==> config.mk <==
export PLATFORM = sky130hd
export DESIGN_NAME = fir_ntap_core_flat
export DESIGN_NICKNAME = d
export VERILOG_FILES = /design/src/rtl/fir_pkg.sv /design/src/rtl/fir_if.sv /design/src/rtl/fir_tap.sv /design/src/rtl/fir_ntap_core.sv /design/src/flat_wrapper.sv
export SDC_FILE = /design/constraint.sdc
export NUM_CORES = 1
export LEC_CHECK = 0
export CAP_MARGIN = 5
export CORE_MARGIN = 3
export CORE_UTILIZATION = 45
export CTS_CLUSTER_SIZE = 28
export DETAILED_ROUTE_END_ITERATION = 8
export GPL_TIMING_DRIVEN = 0
export PLACE_DENSITY = 0.6
export SYNTH_ARGS = -nofsm -noshare
export SYNTH_HDL_FRONTEND = slang
export SYNTH_SLANG_ARGS = --single-unit
==> constraint.sdc <==
create_clock -name clk -period 10.1 [get_ports clk]
set_clock_uncertainty 0.05 [all_clocks]
set_input_delay 1.01 -clock clk [delete_from_list [all_inputs] [get_ports clk]]
set_output_delay 1.01 -clock clk [all_outputs]
set_load 0.02 [all_outputs]
==> src/rtl/fir_pkg.sv <==
// ============================================================================
// Module      : fir_pkg
// Description : Shared types and width/saturation helpers for the FIR core.
// Revision    : 1.0  initial release
// ============================================================================
`default_nettype none

package fir_pkg;

    typedef enum logic [0:0] {
        ST_LOAD = 1'b0,
        ST_RUN  = 1'b1
    } fir_state_e;

    localparam int c_SAT_W = 64;

    // Ceiling log2; a single tap needs no growth bits.
    function automatic int fir_clog2(input int n);
        int r;
        r = 0;
        for (int i = 0; i < 31; i++) begin
            if ((1 << i) < n) begin
                r = i + 1;
            end
        end
        return r;
    endfunction

    function automatic int fir_bw_acc(input int bw_in, input int bw_coef, input int n_taps);
        return bw_in + bw_coef + fir_clog2(n_taps);
    endfunction

    // Arithmetic shift drops the low bits (truncation), then clamps to bw_out signed range.
    function automatic logic signed [c_SAT_W-1:0] fir_sat(
        input logic signed [c_SAT_W-1:0] acc,
        input int                        shift,
        input int                        bw_out
    );
        logic signed [c_SAT_W-1:0] v;
        logic signed [c_SAT_W-1:0] hi;
        logic signed [c_SAT_W-1:0] lo;
        v  = acc >>> shift;
        hi = (64'sd1 <<< (bw_out - 1)) - 64'sd1;
        lo = -(64'sd1 <<< (bw_out - 1));
        if (v > hi) begin
            return hi;
        end
        if (v < lo) begin
            return lo;
        end
        return v;
    endfunction

endpackage

`default_nettype wire

==> src/rtl/fir_if.sv <==
// ============================================================================
// Module      : fir_if
// Description : Sample/coefficient input handshake and filter output bundle.
// Revision    : 1.0  initial release
// ============================================================================
`default_nettype none

interface fir_if #(
    parameter int BW_IN  = 6,
    parameter int BW_OUT = 8
);
    logic              in_valid;
    logic [BW_IN-1:0]  x_in;
    logic              coef_loaded;
    logic              y_valid;
    logic [BW_OUT-1:0] y_out;

    modport master (
        output in_valid,
        output x_in,
        input  coef_loaded,
        input  y_valid,
        input  y_out
    );

    modport slave (
        input  in_valid,
        input  x_in,
        output coef_loaded,
        output y_valid,
        output y_out
    );
endinterface

`default_nettype wire

==> src/rtl/fir_tap.sv <==
// ============================================================================
// Module      : fir_tap
// Description : One FIR tap: coefficient register, delay register, signed multiply.
// Revision    : 1.0  initial release
// ============================================================================
`default_nettype none

module fir_tap #(
    parameter int BW_IN   = 6,
    parameter int BW_COEF = 6
) (
    input  logic                             clk,
    input  logic                             reset,
    input  logic                             coef_we_i,
    input  logic signed [BW_COEF-1:0]        coef_i,
    input  logic                             shift_en_i,
    input  logic signed [BW_IN-1:0]          sample_i,
    output logic signed [BW_IN-1:0]          sample_o,
    output logic signed [BW_IN+BW_COEF-1:0]  prod_o
);
    localparam int c_BW_PROD = BW_IN + BW_COEF;

    logic signed [BW_COEF-1:0] coef_q;
    logic signed [BW_IN-1:0]   dly_q;

    always_ff @(posedge clk) begin
        if (reset) begin
            coef_q <= '0;
            dly_q  <= '0;
        end else begin
            if (coef_we_i) begin
                coef_q <= coef_i;
            end
            if (shift_en_i) begin
                dly_q <= sample_i;
            end
        end
    end

    // sample_i is this tap's view of the line including the sample being accepted.
    assign prod_o   = c_BW_PROD'(coef_q) * c_BW_PROD'(sample_i);
    assign sample_o = dly_q;

endmodule

`default_nettype wire

==> src/rtl/fir_ntap_core.sv <==
// ============================================================================
// Module      : fir_ntap_core
// Description : N-tap direct-form FIR with serial coefficient load and
//               registered output. Define FIR_SAT_EN to clamp instead of wrap.
// Revision    : 1.0  initial release
// ============================================================================
`default_nettype none

module fir_ntap_core
    import fir_pkg::*;
#(
    parameter int N_TAPS    = 4,
    parameter int BW_IN     = 6,
    parameter int BW_COEF   = 6,
    parameter int BW_OUT    = 8,
    parameter int OUT_SHIFT = 0
) (
    input  logic  clk,
    input  logic  reset,
    fir_if.slave  bus
);
    localparam int c_BW_PROD  = BW_IN + BW_COEF;
    localparam int c_BW_ACC   = fir_bw_acc(BW_IN, BW_COEF, N_TAPS);
    localparam int c_IDX_W    = (N_TAPS > 1) ? fir_clog2(N_TAPS) : 1;
    localparam logic [c_IDX_W-1:0] c_IDX_LAST = c_IDX_W'(N_TAPS - 1);

    if (OUT_SHIFT + BW_OUT > c_BW_ACC) begin : g_bad_slice
        $error("fir_ntap_core: OUT_SHIFT+BW_OUT exceeds accumulator width");
    end

    fir_state_e           state_q, state_d;
    logic [c_IDX_W-1:0]   idx_q, idx_d;
    logic                 coef_loaded_q, coef_loaded_d;
    logic                 y_valid_q, y_valid_d;
    logic [BW_OUT-1:0]    y_q, y_d;

    logic                          w_coef_we;
    logic                          w_shift_en;
    logic signed [BW_COEF-1:0]     w_coef_in;
    logic signed [BW_IN-1:0]       w_samp [N_TAPS+1];
    logic signed [c_BW_PROD-1:0]   w_prod [N_TAPS];
    logic signed [c_BW_ACC-1:0]    w_acc;
    logic [BW_OUT-1:0]             w_y_next;

    if (BW_COEF > BW_IN) begin : g_coef_sext
        assign w_coef_in = BW_COEF'(signed'(bus.x_in));
    end else begin : g_coef_trunc
        assign w_coef_in = bus.x_in[BW_COEF-1:0];
    end

    assign w_samp[0] = bus.x_in;

    for (genvar k = 0; k < N_TAPS; k++) begin : g_tap
        fir_tap #(
            .BW_IN   (BW_IN),
            .BW_COEF (BW_COEF)
        ) u_tap (
            .clk        (clk),
            .reset      (reset),
            .coef_we_i  (w_coef_we && (idx_q == c_IDX_W'(k))),
            .coef_i     (w_coef_in),
            .shift_en_i (w_shift_en),
            .sample_i   (w_samp[k]),
            .sample_o   (w_samp[k+1]),
            .prod_o     (w_prod[k])
        );
    end

    // Accumulator is wide enough that the sum of all products cannot overflow.
    always_comb begin
        w_acc = '0;
        for (int k = 0; k < N_TAPS; k++) begin
            w_acc = w_acc + c_BW_ACC'(w_prod[k]);
        end
    end

`ifdef FIR_SAT_EN
    assign w_y_next = BW_OUT'(fir_sat(c_SAT_W'(w_acc), OUT_SHIFT, BW_OUT));
`else
    assign w_y_next = w_acc[OUT_SHIFT +: BW_OUT];
`endif

    always_comb begin
        state_d    = state_q;
        idx_d      = idx_q;
        w_coef_we  = 1'b0;
        w_shift_en = 1'b0;
        y_valid_d  = 1'b0;
        y_d        = y_q;
        case (state_q)
            ST_LOAD: begin
                if (bus.in_valid) begin
                    w_coef_we = 1'b1;
                    if (idx_q == c_IDX_LAST) begin
                        state_d = ST_RUN;
                        idx_d   = '0;
                    end else begin
                        idx_d = idx_q + 1'b1;
                    end
                end
            end
            ST_RUN: begin
                if (bus.in_valid) begin
                    w_shift_en = 1'b1;
                    y_valid_d  = 1'b1;
                    y_d        = w_y_next;
                end
            end
            default: begin
                state_d = ST_LOAD;
            end
        endcase
        coef_loaded_d = (state_d == ST_RUN);
    end

    always_ff @(posedge clk) begin
        if (reset) begin
            state_q       <= ST_LOAD;
            idx_q         <= '0;
            coef_loaded_q <= 1'b0;
            y_valid_q     <= 1'b0;
            y_q           <= '0;
        end else begin
            state_q       <= state_d;
            idx_q         <= idx_d;
            coef_loaded_q <= coef_loaded_d;
            y_valid_q     <= y_valid_d;
            y_q           <= y_d;
        end
    end

    assign bus.coef_loaded = coef_loaded_q;
    assign bus.y_valid     = y_valid_q;
    assign bus.y_out       = y_q;

endmodule

`default_nettype wire
==> src/flat_wrapper.sv <==
// flat-port wrapper written by rule: the top's interface ports become plain ports
module fir_ntap_core_flat import fir_pkg::*;
#(
    parameter int N_TAPS    = 4,
    parameter int BW_IN     = 6,
    parameter int BW_COEF   = 6,
    parameter int BW_OUT    = 8,
    parameter int OUT_SHIFT = 0
)
  (clk, reset, bus_in_valid, bus_x_in, bus_coef_loaded, bus_y_valid, bus_y_out);
  fir_if #(.BW_IN(BW_IN), .BW_OUT(BW_OUT)) bus_i ();
  input  logic clk;
  input  logic reset;
  input wire logic [$bits(bus_i.in_valid)-1:0] bus_in_valid;
  input wire logic [$bits(bus_i.x_in)-1:0] bus_x_in;
  output wire logic [$bits(bus_i.coef_loaded)-1:0] bus_coef_loaded;
  output wire logic [$bits(bus_i.y_valid)-1:0] bus_y_valid;
  output wire logic [$bits(bus_i.y_out)-1:0] bus_y_out;
  assign bus_i.in_valid = bus_in_valid;
  assign bus_i.x_in = bus_x_in;
  assign bus_coef_loaded = bus_i.coef_loaded;
  assign bus_y_valid = bus_i.y_valid;
  assign bus_y_out = bus_i.y_out;
  fir_ntap_core #(.N_TAPS(N_TAPS), .BW_IN(BW_IN), .BW_COEF(BW_COEF), .BW_OUT(BW_OUT), .OUT_SHIFT(OUT_SHIFT)) u_core (.clk(clk), .reset(reset), .bus(bus_i));
endmodule
After elaboration in Yosys (flattened, before gate mapping)

Index checks and enable logic that the tools add are counted.
W data, S select, Z words.

Flip-flop bits (word level): 54
Bits of input ports: 9
Word-level logic and storage cells: 37

$add $sub $neg: 4
Multipliers: 4
Equal/unequal tests: 3
Muxes and demuxes: 7
Bitwise operators: 1
Reductions and logical operators: 7

Operators by type and width:

| cell                  | count |
|---|---|
| $mul A6 B6 Y8         | 4 |
| $add A8 B8 Y8         | 3 |
| $mux W1               | 6 |
| $eq A2 B2 Y1 const B  | 2 |
| $logic_and A1 B1 Y1   | 4 |
| $reduce_and A2 Y1     | 2 |
| $add A2 B1 Y2 const B | 1 |
| $eq A2 B1 Y1 const B  | 1 |
| $logic_not A2 Y1      | 1 |
| $mux W2               | 1 |
| $not A1 Y1            | 1 |

Longest topological paths before layout

Gate-level depths: netlist (run 1).

Depth in word-level cells: 4
Depth in mapped cells: 25
Mapped depth without buffers: 24

Cells and area by module

A second synthesis (run 1) with hierarchy kept.

Cells, all modules: 897
Area total of the unflattened synthesis: 8,181.6 sq um

By module, submodules not included:

| module                               | times used | cells each | area each (sq um) | sequential area each (sq um) |
|---|---|---|---|---|
| fir_tap at u_core.g_tap[0].u_tap ... | 2          | 189        | 1,756.7           | 240.2 |
| fir_tap at u_core.g_tap[3].u_tap     | 1          | 191        | 1,760.4           | 240.2 |
| fir_tap at u_core.g_tap[2].u_tap     | 1          | 191        | 1,754.2           | 240.2 |
| fir_ntap_core                        | 1          | 137        | 1,153.6           | 240.2 |

Worst setup path before layout (run 1)

Ideal clock, no wire load.

Kind: input to register
Start: input port bus_x_in[1]
End: register u_core.y_q[7], in the netlist u_core.bus.y_out[7]
Library setup time: 79 ps
Data arrival time: 6,410 ps
Required time: 9,971 ps
Setup slack: 3,560 ps
Stages: 20
Buffers on the path: 1
Cells stage by stage: clkbuf_1 -> and2_1 -> fa_1 -> inv_1 -> fa_1 -> fa_1 -> inv_1 -> fa_1 -> fa_1 -> fa_1 -> inv_1 -> fa_1 -> inv_1 -> ha_1 -> a21o_1 -> a21oi_1 -> xnor3_1 -> xnor2_2 -> xnor2_1 -> a211oi_2

Longest elaborated chain between the ends: 4

RTL lines:

| item                       | RTL line             | source |
|---|---|---|
| start: declaration         | flat_wrapper.sv:15   | `input wire logic [$bits(bus_i.x_in)-1:0] bus_x_in;` |
| $mul A6 B6 Y8              | fir_tap.sv:41        | `assign prod_o = c_BW_PROD'(coef_q) * c_BW_PROD'(sample_i);` |
| $add A8 B8 Y8 (3 in a row) | fir_ntap_core.sv:73  | `w_acc = w_acc + c_BW_ACC'(w_prod[k]);` |
| end signal: assignment     | fir_ntap_core.sv:128 | `y_q <= y_d;` |
| end: declaration           | fir_ntap_core.sv:35  | `logic [BW_OUT-1:0] y_q, y_d;` |

Every way passes these cells.
A chain may end at the register's enable or synchronous reset.

Worst setup path after layout (run 1)

Start: input port bus_x_in[0]
End: register u_core.y_q[7], in the netlist u_core.bus.y_out[7]

The elaborated chain is that of the path after synthesis.

==> metrics.md, run 1 <==
| Metric | Value |
|---|---|
| Worst Setup Path Type | in2reg |
| Row count | 39 |
| Largest family of logic cells by synthesized area | adder cells |
| Period utilization | 0.740 |
| Crit path from | bus_x_in[0] |
| Worst setup EP type | flop |
| Period minus WS final | 7480 ps |
| Final WL | 13.4 mm |
| CP delay by family, top | adder cells |
| Per-cell routed wire length | 16.9 µm |
| Reg2reg start | u_core.g_tap[1].u_tap.sample_o[0] |
| FF-to-FF End | u_core.bus.y_out[7] |
| Syn_nets | 766 |
| GRT Util Overall | 0.216 |
| Synthesized area | 0.00553 mm² |
| Internal power | 384 µW |
| I/O pin cnt | 19 |
| # Post-CTS Setup Buffers | 0 |
| First-pass DRT Iterations | 5 |
| CP bufs+invs | 6 |
| Fin. Hold Viols | 0 |
| Post-synthesis mux area share | 0 |
| TritonCTS clock tree | yes |
| Pins Over Slew Limit | 0 |
| Combinational Power Share | 0.221 |
| Most area-hungry cell type in the Yosys netlist | fa_1 |
| DRC Markers | 0 |
| Synth Area in XOR/XNOR | 0.0847 |
| CP Cell Sequence | clkdlybuf4s50_1, clkbuf_1, and2_1, fa_1, inv_1, fa_1, fa_1, inv_1, fa_1, fa_1, fa_1, inv_1, fa_1, inv_1, ha_1, a21o_1, a21oi_1, xnor3_1, xnor2_2, xnor2_1, a211oi_2 |
| Net total in the final layout | 788 |
| Post-CTS resize count | 0 |
| Die width | 117 µm |
| Largest net degree at the start of global routing | 17 |
| Initial Utilization | 0.472 |
| Fmax | between 100 and 150 MHz |
| Via density | 5.20 |
| Placer Congestion | 0.865 |
| Simple-Gate Fraction of Synth Area | 0.194 |
| First-pass GRT wire length | between 20 and 25 mm |
| Setup TNS | 0 ps |
| Max Cap Violations | 0 |
| Setup ws final | about 2600 ps |
| Area delta synth->final | 8.94% |
| Arrival @ worst endpoint | 7590 ps |
| RSZ-0062 raised after global routing | false |
| Seq pwr share | 0.417 |
| Switching power | 154 µW |
| Switching share of power | 0.286 |
| Total number of vias | 4,141 |
| Core area | approximately 0.012 mm² |
| Maximum vdd drop | 0.108 mV |
| Clock Tree Root | clkbuf_16 |
| Global route overflow | 0 |
| Area share of the largest cell type after synthesis | 0.279 |
| CTS H-tree depth | 2 |
| Power per cell area | about 90 mW/mm² |
| Startpoint types | input pin |
| Slew of the pin with the lowest slew margin | 584 ps |
| Worst Hold Class | reg2reg |
| Clock Tree Buf Depth | 2 |
| FILL cells | 1,132 |
| Max-slew headroom | 0.611 |
| Count of hold-fix buffers inserted at cts | 0 |
| First DRT Iteration DRCs | 271 |
| Syn_area_per_cell | 8.77 µm² |
| Ys Warns | 0 |
| Worst skew pair latency | 290 ps |
| Complex-gate fraction of the synthesized area | 0.0561 |
| Inserted Diodes | 0 |
| Hold Crit Depth | 2 |
| Initial antenna violation count | 0 |
| Sequential area share after synthesis | 0.196 |
| Vias in the first global route | about 4,300 |
| Final Util | 0.514 |
| Cell mode on critical path | fa_1 |
| Die footprint | between 0.01 and 0.015 mm² |
| Die Y | ~120 µm |
| Sink Count | 54 |
| Distinct cell type count after synthesis | 23 |
| Detail Route Antenna Nets | 0 |
| CTS Buf Count | 5 |
| Final cell count without fillers | 796 |
| Hold endpoint | u_core.bus.y_out[3] |
| Dpl cells | 788 |
| Synthesized instance count | 630 |
| Synth area leaders | fa_1, dfxtp_1, ha_1 |
| Dpl hpwl | roughly 11 mm |
| R2R cell count | 21 |
| Status | complete, no violations |
| HP Start | u_core.bus.y_out[3] |
| Slowest stage cell, crit path | fa_1 |
| Number of synthesized register bits | 54 |
| Port-buffer cells | 15 |
| Crit-path max cell delay | 560 ps |
| Power, Total | 538 µW |
| Required @ worst endpoint | between 10,000 and 15,000 ps |
| Leakage | 0.00249 µW |
| Pre-CTS setup slack | 2290 ps |
| Crit path max fanout | 10 |
| Share of cells above drive strength 1 | 0.0214 |
| Final setup fails | 0 |
| Clock power frac | 0.363 |
| Adder and majority gate portion of the synthesized area | 0.392 |
| Clock Pin Slew Worst Setup and Hold Paths | roughly 70 ps |
| Reg2reg setup slack | 3570 ps |
-- per-stage QoR --
stage | hold WS [ps] | area [µm²]
6_report | 404 | 6020
5_1_grt | 437 | 6020
4_1_cts | 408 | 6020
3_5_place_dp | 402 | 5860
3_3_place_gp | 388 | 5860
2_1_floorplan | 403 | 5530
-- final cells by class --
cell class,count,area (µm²),share of cell area
clock inverters,3,40.0,0.00665
well taps,143,179,0.0297
clock buffers,5,125,0.0208
repair buffers,15,150,0.0249
plain buffers,26,103,0.0170
flip-flops and latches,54,1080,0.180
inverters,87,327,0.0542
multi-input cells,463,4020,0.667
-- worst max path at each step --
stage	end	slack [ps]	cells after the start
2_1_floorplan	u_core.bus.y_out[7]	3560	20
3_3_place_gp	u_core.bus.y_out[7]	2260	21
3_5_place_dp	u_core.bus.y_out[7]	2290	21
4_1_cts	u_core.bus.y_out[7]	2560	21
5_1_grt	u_core.bus.y_out[7]	2300	21
6_report	u_core.bus.y_out[7]	2620	21
-- power by group through the flow --
stage          Clock, µW  Combinational [µW]  Sequential [µW]
2_1_floorplan          0                84.6              226
3_3_place_gp           0                 117              229
3_5_place_dp           0                 119              229
4_1_cts              198                 121              224
5_1_grt              206                 133              225
6_report             195                 119              224
-- sequential cells by signal, indices dropped and copies added (netlist names) --
| signal | flops |
|---|---|
| u_core.idx_q | 2 |
| u_core.bus.y_valid | 1 |
| u_core.bus.y_out | 8 |
| u_core.g_tap.u_tap.coef_q | 24 |
| u_core.state_q | 1 |
| u_core.g_tap.u_tap.sample_o | 18 |
-- cells by family (layout without fill, tap and decap cells) --
logic type	after synthesis	in the layout
compound gates	59	59
xor+xnor	46	46
fa+ha+maj	127	127
buf+inv	113	136
flops	54	54
simple gates	231	231
-- cell usage after synthesis, drive strengths merged --
cell,number
nand2,126
inv,87
fa,77
and2,59
a21oi,54
dfxtp,54
ha,50
xnor2,37
nand3,24
clkbuf,20
nor2,11
nand2b,7
buf,6
xor2,5
nor2b,4
a211oi,2
a21o,2
xnor3,2
xor3,2
o21ai,1
-- per-layer routing --
layer | wire [µm] | share of wire | GRT usage | vias up
li1 | - | - | - | 1963
met1 | 6060 | 0.45 | 0.299 | 2054
met2 | 6540 | 0.49 | 0.368 | 109
met3 | 600 | 0.045 | 0.0185 | 15
met4 | 245 | 0.018 | 0.0520 | 0
met5 | 0 | 0 | 0 | -
-- layout by cell type, fill, tap and decap left out, drive strengths merged --
cell type      instances
inv                   87
bufinv                 1
xnor2                 37
clkinv                 2
ha                    50
nand2b                 7
nor2b                  4
nand2                126
xnor3                  2
dfxtp                 54
nand3                 24
clkbuf                25
xor3                   2
o21ai                  1
and2                  59
xor2                   5
clkdlybuf4s50         15
a21oi                 54
nor2                  11
fa                    77
buf                    6
a21o                   2
a211oi                 2
-- worst register-to-register path, stage by stage, from the launching register on --
cell and delay, ps:
dfxtp_1 310, clkbuf_1 430, nand2_1 190, inv_1 110, fa_1 420, inv_1 90
fa_1 430, fa_1 510, inv_1 50, fa_1 550, fa_1 450, fa_1 500
inv_1 60, fa_1 540, inv_1 50, ha_1 340, a21o_1 190, a21oi_1 260
xnor3_1 310, xnor2_2 170, xnor2_1 270, a211oi_2 110
Note: power is estimated with default switching activity, not from simulation.
==> run 2: changes to the inputs <==
Settings changed: PLACE_DENSITY 0.6 to 0.62.
Clock period 10.1 ns to 6.3 ns, I/O delays scaled along.
==> run 2 against run 1 <==
Total power up 58%; die area unchanged; largest cell class unchanged; register-to-register slack worse by 3300 ps; highest routed layer is now met5; clock power up 43%.
==> metrics.md, run 2 (synthesis results as in run 1) <==
| Metric | Value |
|---|---|
| Initial Utilization | 0.472 |
| Pre-CTS setup slack | -1100 ps |
| FF-to-FF End | u_core.bus.y_out[7] |
| Max Cap Violations | 0 |
| First-pass DRT Iterations | 5 |
| R2R cell count | 24 |
| Dpl hpwl | 11.0 mm |
| Clock Tree Buf Depth | 2 |
| Global route overflow | 0 |
| Reg2reg setup slack | 290 ps |
| Critical Path End | u_core.bus.y_out[7] |
| Count of hold-fix buffers inserted at cts | 0 |
| Row count | 39 |
| Setup ws final | 229 ps |
| Slew of the pin with the lowest slew margin | about 570 ps |
| Initial antenna violation count | 1 |
| Detail Route Antenna Nets | 0 |
| Sink Count | 54 |
| Port-buffer cells | 15 |
| Clock Tree Root | clkbuf_16 |
| Most common cell after layout, fill and taps aside | nand2_1 |
| CTS Buf Count | 5 |
| Worst setup EP type | flop |
| Status | complete, no violations |
| Leakage | 0.00255 µW |
| Area delta synth->final | 11.5% |
| Die footprint | 0.0137 mm² |
| Via density | 5.10 |
| CTS H-tree depth | 2 |
| Fmax | 165 MHz |
| Power per cell area | 137 mW/mm² |
| Cell area after placement | ~0.0059 mm² |
| Max-slew headroom | 0.619 |
| Vias in the first global route | between 4,000 and 5,000 |
| Required @ worst endpoint | 6420 ps |
| Largest net degree at the start of global routing | 16 |
| Number of flip-flops in the largest register | 24 |
| GRT Util Overall | 0.214 |
| Arrival @ worst endpoint | 6190 ps |
| Hold WS | 407 ps |
| Worst Setup Path Type | in2reg |
| Final setup fails | 0 |
| Most flop-heavy register | u_core.g_tap.u_tap.coef_q |
| Die Y | 117 µm |
| Maximum vdd drop | 0.198 mV |
| Worst Hold Class | reg2reg |
| First-pass GRT wire length | 22.1 mm |
| RSZ-0062 raised after global routing | false |
| DRC Markers | 0 |
| Core area | roughly 0.012 mm² |
| Final Instance Area | 0.00616 mm² |
| Final WL | ~13 mm |
| Startpoint types | input pin |
| Period utilization | 0.964 |
| Share of cells above drive strength 1 | 0.0729 |
| TritonCTS clock tree | yes |
| FILL cells | approximately 1,100 |
| Pins Over Slew Limit | 0 |
| Clock Pin Slew Worst Setup and Hold Paths | approximately 70 ps |
| Total number of vias | a little over 4,000 |
| Crit path from | bus_x_in[1] |
| Worst skew pair latency | 290 ps |
| Net total in the final layout | roughly 800 |
| Placer Congestion | 0.882 |
| I/O pin cnt | 19 |
| Crit path max fanout | 9 |
| Per-cell routed wire length | between 15 and 20 µm |
| First DRT Iteration DRCs | 300 |
| Inserted Diodes | 0 |
| Commonest non-fill, non-tap cells in the layout | nand2_1, inv_1, fa_1, and2_1, a21oi_1 |
| Reg2reg start | u_core.g_tap[1].u_tap.sample_o[0] |
| Die width | 117 µm |
| Fin. Hold Viols | 0 |
| Period minus WS final | 6070 ps |
## run 2: cell type report
| type | instances | area [µm²] | share of cell area |
|---|---|---|---|
| Multi-Input combinational cell | 463 | 4080 | 0.662 |
| Sequential cell | 54 | 1090 | 0.177 |
| Inverter | 87 | 327 | 0.0530 |
| Timing Repair Buffer | 22 | 209 | 0.0339 |
| Tap cell | 143 | 179 | 0.0290 |
| Clock buffer | 7 | 143 | 0.0231 |
| Buffer | 24 | 125 | 0.0203 |
| Clock inverter | 1 | 5.00 | 0.000812 |
## run 2: per-layer routing
layer  track usage  vias up  share of wire
met3        0.0201       20          0.035
met2         0.359       86           0.49
met4        0.0566        2          0.022
met1         0.300     2004           0.46
met5             0        -        0.00067
li1              -     1975              -
## run 2: stage by stage
stage          instances  TNS (ps)  total power, µW  utilization
2_1_floorplan        630         0              498            -
3_3_place_gp         788     -1570              553        0.500
3_5_place_dp         788     -1550              557        0.500
4_1_cts              801         0              852        0.526
5_1_grt              801         0              892        0.526
6_report             801         0              847        0.526
## run 2: timing repair
action                                  4_1_cts  5_1_grt
buffers inserted                              7        0
endpoints found under the setup margin        2        1
resized for setup                            46        1
pin swaps                                    22        4
## run 2: worst max-delay path, stage by stage
cell	delay, ps
clkdlybuf4s15_2	210
clkbuf_8	140
buf_6	130
and2_1	150
fa_1	510
inv_1	50
fa_2	560
fa_1	420
fa_1	500
fa_1	500
fa_1	500
inv_1	50
fa_1	410
xnor2_1	190
xnor2_1	160
xnor2_1	140
xnor3_1	460
xnor2_2	220
xnor2_2	160
a211oi_2	90
## run 2: how the worst min path moves through the flow
stage | start | endpoint | depth (start not counted)
after floorplan | u_core.g_tap[0].u_tap.coef_q[5] | u_core.g_tap[0].u_tap.coef_q[5] | 2
after global placement | u_core.bus.y_out[5] | u_core.bus.y_out[5] | 2
after detailed placement | u_core.bus.y_out[3] | u_core.bus.y_out[3] | 2
after CTS | u_core.bus.y_out[3] | u_core.bus.y_out[3] | 2
after global routing | u_core.bus.y_out[3] | u_core.bus.y_out[3] | 2
final | u_core.bus.y_out[5] | u_core.bus.y_out[5] | 2
## run 2: where the power goes
part | internal, µW | leakage, µW | total [µW] | switching [µW]
registers | 347 | 0.000440 | 359 | 11.5
logic | 96.1 | 0.00203 | 211 | 115
clock network | 158 | 0.0000739 | 278 | 120
total | 601 | 0.00255 | 847 | 246
==> run 3: changes to the inputs <==
Settings changed: PLACE_DENSITY 0.62 to default.
==> run 3 against run 2 <==
Sequential cell count unchanged; sequential share of layout area down 0.10 points; total power increased by 4.2%; critical endpoint unchanged; largest power group unchanged.
==> metrics.md, run 3 (synthesis results as in run 1) <==
| Metric | Value |
|---|---|
| Final setup fails | 0 |
| Required @ worst endpoint | 6470 ps |
| Clock power frac | 0.355 |
| Total number of vias | 4,228 |
| Die Y | about 120 µm |
| Via density | 5.23 |
| Status | complete, no violations |
| Final WL | about 14 mm |
| Worst Setup Path Type | in2reg |
| R2R cell count | 19 |
| Maximum vdd drop | 0.174 mV |
| Global route overflow | 0 |
| GR Layer Usage met1 | 0.301 |
| CTS Buf Count | 5 |
| Worst skew pair latency | between 200 and 300 ps |
| Commonest non-fill, non-tap cells in the layout | nand2_1, inv_1, fa_1, and2_1, a21oi_1 |
| Fin. Hold Viols | 0 |
| Worst Hold Class | reg2reg |
| Die footprint | 0.0137 mm² |
| Inserted Diodes | 0 |
| Most common cell after layout, fill and taps aside | nand2_1 |
| First-pass DRT Iterations | 7 |
| Crit path from | bus_x_in[1] |
| HP Start | u_core.bus.y_out[3] |
| Most flop-heavy register | u_core.g_tap.u_tap.coef_q |
| Period utilization | 0.977 |
| Busiest grt layer | met2 |
| Placer Congestion | 0.865 |
| Period minus WS final | 6160 ps |
| Per-cell routed wire length | 17.1 µm |
| Die width | 117 µm |
| Internal power | 628 µW |
| Leakage | 0.00260 µW |
| DRC Markers | 0 |
| Seq pwr share | 0.405 |
| Initial Utilization | 0.472 |
| Cell mode on critical path | fa_1 |
| Pins Over Slew Limit | 0 |
| Crit-path max cell delay | 540 ps |
| Setup ws final | 143 ps |
| Row count | 39 |
| Reg2reg setup slack | 200 ps |
| Switching share of power | 0.289 |
| Met3 GRT Util | 0.0185 |
| Clock Tree Root | clkbuf_16 |
| Dpl hpwl | approximately 11 mm |
| Power per cell area | 141 mW/mm² |
| Slowest stage cell, crit path | fa_1 |
| Vias in the first global route | 4,362 |
| Clock Pin Slew Worst Setup and Hold Paths | 70 ps |
| Slew of the pin with the lowest slew margin | 571 ps |
| Detail Route Antenna Nets | 0 |
| Port-buffer cells | 15 |
| Net total in the final layout | about 800 |
| Core area | ~0.012 mm² |
| Fmax | 162 MHz |
| Arrival @ worst endpoint | around 6300 ps |
| Crit path max fanout | 3 |
| Share of cells above drive strength 1 | 0.0991 |
| GRT met2 Usage | 0.373 |
| Max-slew headroom | 0.619 |
| Hold WS | 404 ps |
| Hold Crit Depth | 2 |
| Hold endpoint | u_core.bus.y_out[3] |
| Dpl cells | just under 800 |
| Switching power | 255 µW |
| Clock Tree Buf Depth | 2 |
| Worst setup EP type | flop |
| Power, Total | slightly below 900 µW |
| I/O pin cnt | 19 |
| Largest net degree at the start of global routing | 17 |
| CTS H-tree depth | 2 |
| Max Cap Violations | 0 |
| First DRT Iteration DRCs | 237 |
| FF-to-FF End | u_core.bus.y_out[7] |
| TritonCTS clock tree | yes |
| Startpoint types | input pin |
| First-pass GRT wire length | ~23 mm |
| Final cell count without fillers | 809 |
| Combinational Power Share | 0.240 |
| Initial antenna violation count | 0 |
| Number of flip-flops in the largest register | 24 |
| Count of hold-fix buffers inserted at cts | 0 |
| GRT Util Overall | 0.218 |
| Pre-CTS setup slack | -1130 ps |
| CP Cell Sequence | clkbuf_2, clkbuf_8, and2_4, fa_1, inv_1, fa_1, fa_1, inv_2, fa_1, fa_1, fa_1, inv_2, fa_1, inv_2, ha_4, a21o_1, a21oi_2, xnor3_1, xnor2_2, xnor2_2, a211oi_2 |
| Reg2reg start | u_core.g_tap[3].u_tap.coef_q[0] |
| Area delta synth->final | 13.1% |
| Sink Count | 54 |
-- run 3: cell types whose count changed in the layout (fill, tap and decap cells not counted), sizes merged --
cell           previous run  this run
clkdlybuf4s15             3         0
bufinv                    0         1
buf                      14        22
clkinv                    1         2
clkbuf                   25        26
-- run 3: worst max path at each step --
stage / cells after the start / end / slack, ps
finish: 21 / u_core.bus.y_out[7] / 140
floorplan: 20 / u_core.bus.y_out[7] / 140
CTS: 24 / u_core.bus.y_out[7] / 9
detailed placement: 21 / u_core.bus.y_out[7] / -1130
global route: 24 / u_core.bus.y_out[7] / -10
global placement: 21 / u_core.bus.y_out[7] / -1160
-- run 3: power by group through the flow --
stage	Combinational (µW)	Sequential (µW)	Clock, µW
after global placement	188	366	0
after floorplan	136	362	0
after detailed placement	191	367	0
after global routing	233	359	331
after CTS	207	359	317
final	212	358	313
-- run 3: final cells by class --
cell class                 count  area, µm²
fill                        1123       5460
multi-input combinational    463       4110
sequential                    54       1100
inverter                      87        327
timing repair buffer          31        250
tap                          143        179
clock buffer                   5        125
buffer                        23        121
clock inverter                 3       40.0
-- run 3: layer usage --
metal,part of all wire,up-vias
met1,0.45,2084
li1,-,1994
met5,0,-
met3,0.044,21
met2,0.49,129
met4,0.021,0
-- run 3: timing repair --
| item | 4_1_cts | 5_1_grt |
|---|---|---|
| gates resized for setup | 18 | 36 |
| buffers inserted | 8 | 8 |
| endpoints found under the hold margin | 0 | 0 |
| pin swaps | 11 | 25 |
| endpoints found under the setup margin | 2 | 1 |
| cloned | 0 | 0 |
-- run 3: critical path, delay by kind of cell --
family | cells | cell delay (ps)
adders and majority gates | 8 | 3770
xor gates and xnor gates | 3 | 820
AOI/OAI and AO/OA | 3 | 540
buffers and inverters | 6 | 410
and+or+nand+nor | 1 | 130
-- run 3: stage by stage --
step	util	area, µm²	TNS (ps)
2_1_floorplan	-	5530	0
3_3_place_gp	0.500	5860	-1590
3_5_place_dp	0.500	5860	-1620
4_1_cts	0.523	6130	0
5_1_grt	0.534	6250	-11.5
6_report	0.534	6250	0
==> edit, RTL diff (settings of run 1) <==
`N_TAPS` is set to 4 in 2 places; all go to 8.
--- a/src/rtl/fir_ntap_core.sv
+++ b/src/rtl/fir_ntap_core.sv
@@ -9,7 +9,7 @@
 module fir_ntap_core
     import fir_pkg::*;
 #(
-    parameter int N_TAPS    = 4,
+    parameter int N_TAPS    = 8,
     parameter int BW_IN     = 6,
     parameter int BW_COEF   = 6,
     parameter int BW_OUT    = 8,
--- a/src/flat_wrapper.sv
+++ b/src/flat_wrapper.sv
@@ -1,7 +1,7 @@
 // flat-port wrapper written by rule: the top's interface ports become plain ports
 module fir_ntap_core_flat import fir_pkg::*;
 #(
-    parameter int N_TAPS    = 4,
+    parameter int N_TAPS    = 8,
     parameter int BW_IN     = 6,
     parameter int BW_COEF   = 6,
     parameter int BW_OUT    = 8,
Formal check against the unedited RTL: not equivalent (a bounded check fails within 10 cycles, from zero or initial values and one cycle with reset high).
==> edit against run 1 <==
Design area is 97% higher. Synthesized cell count is 93% higher. Wire length is 120% higher. Sequential cell count is 49 higher. Synthesized area is 100% higher. Worst setup slack worse by 1.3 ns. Non-clock buffer count is 27 higher. Global-route usage is 1.8 points higher. Register-to-register slack worse by 0.91 ns. Via count is 89% higher. Power is 73% higher. Critical endpoint unchanged.
==> edit: results (changes against run 1) <==
* Status: finished clean
* Critical path origin: bus_x_in[1]
* Syn Nets at 1480 (+93%)
* DR vias at 7833 (+89%)
* Metal3 WL at 1441 µm (+140%)
* Fillers at 2268 (+100%)
* Vias in the first global route at 8168 (+89%)
* H-tree depth at 3 (+1)
* Switching Share at 30.43% (+1.9 points)
* DR vias/cell at 5.002 (-3.9%)
* GR Util met3 at 3.688% (+1.8 points)
* Critical register-to-register path startpoint: u_core.g_tap[4].u_tap.sample_o[2]$_SDFFE_PP0P_
* Placed cell count at 1550 (+97%)
* Share of cells above drive strength 1 at 2.486% (+0.34 points)
* Initial DRC count at 565 (+110%)
* First-pass GRT wire length at 46510 µm (+110%)
* Slowest CP cell: clkdlybuf4s50_1
* Synth top cells by count: nand2_1, inv_1, fa_1
* Hold WC Path Type: reg2reg
* Final worst setup slack at 1.279 ns (-1.343 ns)
* DP Wirelength at 24190 µm (+110%)
* Max reg flops at 48 (+100%)
* Initial antenna violation count at 0 (unchanged)
* Post-synthesis xor/xnor area fraction at 8.608% (+0.14 points)
* Synth Area in Compound Gates at 3.266% (-2.3 points)
* Worst Reg-to-Reg Cells at 23 (+9.5%)
* Largest net degree at the start of global routing at 21 (+4)
* Routability cong. at 0.8947 (+3.5%)
* WL met2 at 13780 µm (+110%)
* Sequential fraction of the synthesis area at 18.69% (-0.87 points)
* Pwr dens at 78.13 nW/µm² (-12%)
* Worst VDD drop at 80.88 µV (-25%)
* Post-Route WL at 29070 µm (+120%)
* Slowest stage delay, CP at 0.69 ns (+0.13 ns)
* CP arrival at 9.06 ns (+1.47 ns)
* M2 GR Usage at 38.76% (+1.9 points)
* Met1 GRT Util at 32.22% (+2.3 points)
* M1 WL at 13240 µm (+120%)
* CTS Buf Count at 9 (+4)
* Synth Instances at 1215 (+93%)
* Post-synthesis cell type count at 25 (+8.7%)
* Multiplexer share of the synthesized area at 3.266% (+3.3 points)
* Port buffer count at 16 (+1)
* Clk network pwr share at 39.4% (+3.1 points)
* GRT Util Overall at 23.38% (+1.8 points)
* Worst-margin pin slew at 0.8467 ns (+0.2629 ns)
* Top cells by area, synth: fa_1, dfxtp_1, ha_1, nand2_1, and2_1
* Setup WS pre-CTS at 0.9232 ns (-1.364 ns)
* Adder-Cell Fraction of Synth Area at 40.13% (+0.92 points)
* Reg2reg setup slack at 2.66 ns (-0.91 ns)
* Clock Latency Late Sink at 0.37 ns (+0.08 ns)
* P_leak at 5.142 nW (+110%)
* Combinational share of power at 15.4% (-6.7 points)
* Top Layer Used: met4
-- edit: cell types whose count changed after synthesis, moves of 7 or more --
cell,run 1,this run
inv_1,87,189
nor2_1,11,43
clkbuf_1,20,34
and2_1,59,116
buf_2,4,14
a21oi_1,54,66
mux2i_1,0,36
fa_1,77,163
xnor2_1,36,70
nand2b_1,7,14
ha_1,50,93
nand2_1,126,215
dfxtp_1,54,103
nand3_1,24,15
-- edit: final cells by class --
type | instances | area (µm²) | area share [%]
clock inverters | 7 | 72.57 | 0.6104
plain buffers | 52 | 212.7 | 1.789
inverters | 189 | 709.4 | 5.967
flip-flops and latches | 103 | 2062 | 17.34
well taps | 319 | 399.1 | 3.357
multi-input cells | 871 | 8048 | 67.69
repair buffers | 16 | 160.2 | 1.347
clock buffers | 9 | 225.2 | 1.894
-- edit: worst min-delay path by stage --
stage,start,endpoint,cells after the start,slack (ns)
after floorplan,u_core.g_tap[6].u_tap.sample_o[4]$_SDFFE_PP0P_,u_core.g_tap[6].u_tap.sample_o[4]$_SDFFE_PP0P_,2,0.41
after global placement,u_core.bus.y_out[4]$_SDFFE_PP0P_,u_core.bus.y_out[4]$_SDFFE_PP0P_,2,0.39
after detailed placement,u_core.bus.y_out[4]$_SDFFE_PP0P_,u_core.bus.y_out[4]$_SDFFE_PP0P_,2,0.40
after CTS,u_core.bus.y_out[4]$_SDFFE_PP0P_,u_core.bus.y_out[4]$_SDFFE_PP0P_,2,0.41
after global routing,u_core.bus.y_out[3]$_SDFFE_PP0P_,u_core.bus.y_out[3]$_SDFFE_PP0P_,2,0.43
final,u_core.bus.y_out[4]$_SDFFE_PP0P_,u_core.bus.y_out[4]$_SDFFE_PP0P_,2,0.40
